$ cat config.mk
export PLATFORM = sky130hd
export DESIGN_NAME = cla16_op_responder
export DESIGN_NICKNAME = d
export VERILOG_FILES = /design/src/rtl/cla16_pkg.sv /design/src/rtl/CLA_16bit_h.sv /design/src/rtl/cla16_op_responder.sv
export SDC_FILE = /design/constraint.sdc
export NUM_CORES = 1
export LEC_CHECK = 0
export BUFFER_PORTS_ARGS = -buffer_cell sky130_fd_sc_hd__buf_2
export CORE_ASPECT_RATIO = 0.8
export CORE_UTILIZATION = 55
export DETAILED_ROUTE_END_ITERATION = 7
export HOLD_SLACK_MARGIN = 0.15
export PLACE_DENSITY = 0.81
export SLEW_MARGIN = 10
export SYNTH_ARGS = -nofsm -noshare
export SYNTH_HDL_FRONTEND = slang
export SYNTH_SLANG_ARGS = --single-unit
$ cat constraint.sdc
create_clock -name clk -period 8.6 [get_ports clk]
set_clock_uncertainty 0.15 [all_clocks]
set_input_delay 1.29 -clock clk [delete_from_list [all_inputs] [get_ports clk]]
set_output_delay 1.29 -clock clk [all_outputs]
set_load 0.01 [all_outputs]
$ cat src/rtl/cla16_pkg.sv
// rtl/cla16_pkg.sv - shared datapath width and payload structs for the CLA op responder
package cla16_pkg;

  localparam int WIDTH = 16;

  typedef struct packed {
    logic [WIDTH-1:0] a;
    logic [WIDTH-1:0] b;
    logic             sub;
    logic             is_signed;
  } op_req_t;

  typedef struct packed {
    logic [WIDTH-1:0] sum;
    logic             cout;
    logic             ovf;
  } op_rsp_t;

endpackage

$ cat src/rtl/CLA_16bit_h.sv
// rtl/CLA_16bit_h.sv - 16-bit carry-lookahead add/subtract with signed/unsigned overflow flag
module CLA_16bit_h
  import cla16_pkg::*;
(
  input  logic [WIDTH-1:0] a,
  input  logic [WIDTH-1:0] b,
  input  logic             cin,
  input  logic             control,
  input  logic             sign,
  output logic [WIDTH-1:0] sum,
  output logic             cout,
  output logic             of
);

  logic [WIDTH-1:0] bb;
  logic [WIDTH-1:0] g;
  logic [WIDTH-1:0] p;
  logic [WIDTH:0]   c;
  logic [3:0]       gg;
  logic [3:0]       gp;
  logic [4:0]       gc;

  always_comb begin
    bb = control ? ~b : b;
    g  = a & bb;
    p  = a ^ bb;
    for (int k = 0; k < 4; k++) begin
      gg[k] = g[4*k+3] | (p[4*k+3] & g[4*k+2]) | (p[4*k+3] & p[4*k+2] & g[4*k+1]) |
              (p[4*k+3] & p[4*k+2] & p[4*k+1] & g[4*k]);
      gp[k] = &p[4*k +: 4];
    end
    // Subtract adds the +1 of two's complement through the carry-in.
    gc[0] = cin ^ control;
    gc[1] = gg[0] | (gp[0] & gc[0]);
    gc[2] = gg[1] | (gp[1] & gg[0]) | (gp[1] & gp[0] & gc[0]);
    gc[3] = gg[2] | (gp[2] & gg[1]) | (gp[2] & gp[1] & gg[0]) | (gp[2] & gp[1] & gp[0] & gc[0]);
    gc[4] = gg[3] | (gp[3] & gg[2]) | (gp[3] & gp[2] & gg[1]) | (gp[3] & gp[2] & gp[1] & gg[0]) |
            (gp[3] & gp[2] & gp[1] & gp[0] & gc[0]);
    c = '0;
    for (int k = 0; k < 4; k++) begin
      c[4*k] = gc[k];
      for (int j = 0; j < 3; j++) begin
        c[4*k+j+1] = g[4*k+j] | (p[4*k+j] & c[4*k+j]);
      end
    end
    c[WIDTH] = gc[4];
    sum  = p ^ c[WIDTH-1:0];
    cout = c[WIDTH];
    of   = sign ? ((a[WIDTH-1] == bb[WIDTH-1]) && (sum[WIDTH-1] != a[WIDTH-1]))
                : (control ? ~cout : cout);
  end

endmodule

$ cat src/rtl/cla16_op_responder.sv
// rtl/cla16_op_responder.sv - two-stage valid/ready add/sub server around CLA_16bit_h with op statistics
module cla16_op_responder
  import cla16_pkg::*;
#(
  parameter int TAG_W = 4,
  parameter int CNT_W = 16
) (
  input  logic             clk,
  input  logic             rst,
  input  logic             req_valid,
  output logic             req_ready,
  input  logic [WIDTH-1:0] req_a,
  input  logic [WIDTH-1:0] req_b,
  input  logic             req_sub,
  input  logic             req_signed,
  input  logic [TAG_W-1:0] req_tag,
  output logic             rsp_valid,
  input  logic             rsp_ready,
  output logic [WIDTH-1:0] rsp_sum,
  output logic             rsp_cout,
  output logic             rsp_ovf,
  output logic [TAG_W-1:0] rsp_tag,
  input  logic             clr_stats,
  output logic [CNT_W-1:0] op_count,
  output logic [CNT_W-1:0] ovf_count
);

  op_req_t          s1_op;
  logic [TAG_W-1:0] s1_tag;
  logic             s1_valid;
  op_rsp_t          s2_rsp;
  logic [WIDTH-1:0] cla_sum;
  logic             cla_cout;
  logic             cla_ovf;
  logic             s2_adv;
  logic             req_fire;
  logic             rsp_fire;

  assign s2_adv    = !rsp_valid || rsp_ready;
  assign req_ready = !rst && (!s1_valid || s2_adv);
  assign req_fire  = req_valid && req_ready;
  assign rsp_fire  = rsp_valid && rsp_ready;

  assign rsp_sum  = s2_rsp.sum;
  assign rsp_cout = s2_rsp.cout;
  assign rsp_ovf  = s2_rsp.ovf;

  CLA_16bit_h u_cla (
    .a       (s1_op.a),
    .b       (s1_op.b),
    .cin     (1'b0),
    .control (s1_op.sub),
    .sign    (s1_op.is_signed),
    .sum     (cla_sum),
    .cout    (cla_cout),
    .of      (cla_ovf)
  );

  always_ff @(posedge clk) begin
    if (rst) begin
      s1_valid  <= 1'b0;
      s1_op     <= '0;
      s1_tag    <= '0;
      rsp_valid <= 1'b0;
      s2_rsp    <= '0;
      rsp_tag   <= '0;
      op_count  <= '0;
      ovf_count <= '0;
    end else begin
      if (s2_adv) begin
        rsp_valid <= s1_valid;
        if (s1_valid) begin
          s2_rsp  <= '{sum: cla_sum, cout: cla_cout, ovf: cla_ovf};
          rsp_tag <= s1_tag;
        end
      end
      // S1 refills in the same cycle it drains, so a full pipe still streams 1 op/clk.
      if (s2_adv || !s1_valid) begin
        s1_valid <= req_fire;
      end
      if (req_fire) begin
        s1_op  <= '{a: req_a, b: req_b, sub: req_sub, is_signed: req_signed};
        s1_tag <= req_tag;
      end
      if (clr_stats) begin
        op_count  <= '0;
        ovf_count <= '0;
      end else if (rsp_fire) begin
        op_count <= op_count + CNT_W'(1);
        if (s2_rsp.ovf && (ovf_count != '1)) begin
          ovf_count <= ovf_count + CNT_W'(1);
        end
      end
    end
  end

endmodule
==> qor.yml <==
global_route:
  grt_pass1_vias: 3452
  grt_max_degree: 65
  grt_usage_pct: 24.73
  grt_pass1_wl_um: 16590
  overflow: 0
  antenna_found_initial: 0
sta:
  layout_worst_path_cycle_share_pct: 50.03
  rsz0062_at_grt: "no"
  slew_viol_final: 0
  max_slew_margin_pct: 27.67
  timing_hold_violations_final: 0
  setup_tns_ns: 0
  setup_viol: 0
  worst_hold_slack_ns: 0.3120
  timing.fmax_mhz: 232.4
  worst_slew_pin_slew_ns: 1.084
  finalCriticalPeriod_ns: 4.303
clock_network:
  postCtsSetupRepairBufs: 0
  insertion_delay_ns: 0.35
  cts.sinks: 94
  clockBufferDepth: 2
  ctsRootBufferMaster: "clkbuf_8"
  tritoncts: "built"
  cts_resized: 0
  cts.clk_slew.worst_paths_ns: 0.09
  ctsHoldBuffers: 0
  cts_made_buffers: 9
  cts_max_level: 3
yosys:
  async_flop_share_pct: 0
  synth-simple-area-share_pct: 25.80
  syn_nets: 594
  synth_top_area_cell: "dfxtp_1"
  ys_types: 42
  ys.flop_type: "dfxtp_1"
  yosys-top-cells-area: "dfxtp_1 (42%), nand2_1 (8.3%), xor2_1 (6.8%)"
  synthCells: 522
  ys_seq_area_share_pct: 41.64
  avgSynthCellArea_sq_um: 8.658
  synth_edf_count: 0
  synthAdderAreaFrac_pct: 9.856
  synth_top_area_share_pct: 41.64
  ys_ff_latch: 94
  synth-xor-area-share_pct: 8.721
  ys_warn_count: 0
  synth_top_family_by_area: "simple AND/OR/NAND/NOR gates"
  syn_area_sq_um: 4519
  synth_mux_area_share_pct: 0.4430
  synth-compound-area-share_pct: 8.998
floorplanning:
  chipWidth_um: 103.3
  die_area_sq_um: 8586
  rows: 29
  pin_count: 99
  start_util_pct: 56.87
  die_h_um: 83.08
  core_area_sq_um: 7946
min_path:
  hold_path.class: "reg2reg"
  whs_path_depth: 2
route:
  vias: 3751
  drt_iter0_drc: 125
  drt-total-wl_um: 9966
  postRouteAntennaNets: 0
  avgRoutedWirePerCell_um: 13.88
  via_per_inst: 5.224
  drc: 0
  dr.pass1.iters: 4
power_and_ir_drop:
  leakage_nw: 2.414
  vdd_ir_drop_max_mv: 0.1136
  p_per_area_nw_per_um2: 169.9
setup_path:
  path_depth: 15
  start_kind: "flip-flop"
  cpPeakStageDelay_ns: 1.05
  path_buf_inv: 1
  crit_top_cell: "fa_1"
  critical_path_required_ns: 8.69
  critical_path.top_delay_family: "adder cells"
  critPathSlowestCell: "dfxtp_1"
  critical_path_class: "reg2reg"
  crit_chain: "xor2_1 -> ha_1 -> nand3_1 -> nor2_1 -> o311ai_0 -> nand3b_1 -> inv_1 -> fa_1 -> fa_1 -> fa_1 -> xnor2_1 -> nand3b_1 -> a21oi_1 -> a21oi_1 -> nand3_1"
  cp.arrival_ns: 4.39
  reg2regPathDepth: 15
  critPathMaxFanout: 22
  end_kind: "flip-flop"
final_layout:
  post-route-cell-area_sq_um: 5228
  final_nets: 677
  fillerInstances: 675
  layout_commonest_cell: "nand2_1"
  drive_above_1_share_pct: 20.00
  antenna_cells: 0
  most-common-layout-cells: "nand2_1 (100), buf_2 (98), dfxtp_1 (94)"
  area_growth_pct: 15.67
place:
  place_congestion: 0.9292
  dp.final_hpwl_um: 7289
  placed_area_sq_um: 5040
  io_buffers: 98
flow_run:
  drv_cap: 0
run_status:
  status: "finished, final reports clean"
## cells in the mapped netlist (all sizes together), types with 2 or more instances
master	count
nand2	100
dfxtp	94
nor2	47
xor2	35
nand3b	32
a21oi	27
inv	22
clkbuf	19
ha	18
a211oi	12
nand4	12
fa	11
nand3	11
o21ai	11
xnor2	10
buf	9
o31ai	8
or3	7
and3	5
nor3	5
and2	4
and4	4
nor2b	3
a21o	2
mux2i	2
o21bai	2
or2	2
## power by group
part / switching, mW / leakage, nW / internal (mW)
logic: 0.0761 / 1.56 / 0.0588
registers: 0.0186 / 0.769 / 0.456
clock network: 0.149 / 0.0889 / 0.129
## per-stage QoR
| step | setup WS (ns) | cells | total power [mW] | util (%) |
|---|---|---|---|---|
| 5_1_grt | 3.980 | 718 | 0.9342 | 65.78 |
| 3_5_place_dp | 4.341 | 702 | 0.6197 | 63.42 |
| 2_1_floorplan | 4.997 | 522 | 0.5740 | - |
| 4_1_cts | 4.299 | 718 | 0.8964 | 65.78 |
| 3_3_place_gp | 4.565 | 702 | 0.6137 | 63.42 |
| 6_report | 4.297 | 718 | 0.8882 | 65.78 |
## layer usage
layer  share of wire [%]  GRT usage (%)  routed length [um]  vias up
li1                    -              -                   -     1919
met1                  48          34.65                4784     1744
met2                  46          37.75                4556       78
met3                 4.9          6.061                 492       10
met4                 1.3          6.914                 132        0
met5                   0              0                   0        -
## path summary, 6_finish.rpt
| path | start | slack, ns | to |
|---|---|---|---|
| worst max-delay path | s1_op[1] | 4.30 | rsp_ovf |
| worst min-delay path | rsp_tag[3] | 0.31 | rsp_tag[3] |
| worst max register to register | s1_op[1] | 4.30 | rsp_ovf |
| worst min register to register | rsp_tag[3] | 0.31 | rsp_tag[3] |
## kinds of logic after synthesis
logic type,Yosys count
flip-flops,94
AND/OR/NAND/NOR,236
buffers and inverters,50
XOR/XNOR,45
AO/OA/AOI/OAI,66
multiplexers,2
adder cells (fa/ha/maj),29
## flip-flops by register name, summed over array words and instances, names as in the netlist
register   cells
op_count      16
rsp_sum       16
s1_tag         4
rsp_tag        4
rsp_cout       1
rsp_valid      1
s1_valid       1
s1_op         34
rsp_ovf        1
ovf_count     16
## worst min-delay path, cell delays in order, from the launching register on
cell     delay (ns)
dfxtp_1        0.31
nand2_1        0.05
a21oi_1        0.06
## area by class of cell
class,instances,area (sq um),share of cell area [%]
sequential,94,1882,36.00
clock inverter,2,15.01,0.2872
clock buffer,14,172.7,3.303
inverter,22,82.58,1.580
timing repair buffer,100,505.5,9.670
tap,108,135.1,2.585
multi-input combinational,378,2435,46.58
No activity file was read; power rests on OpenSTA's default activity.
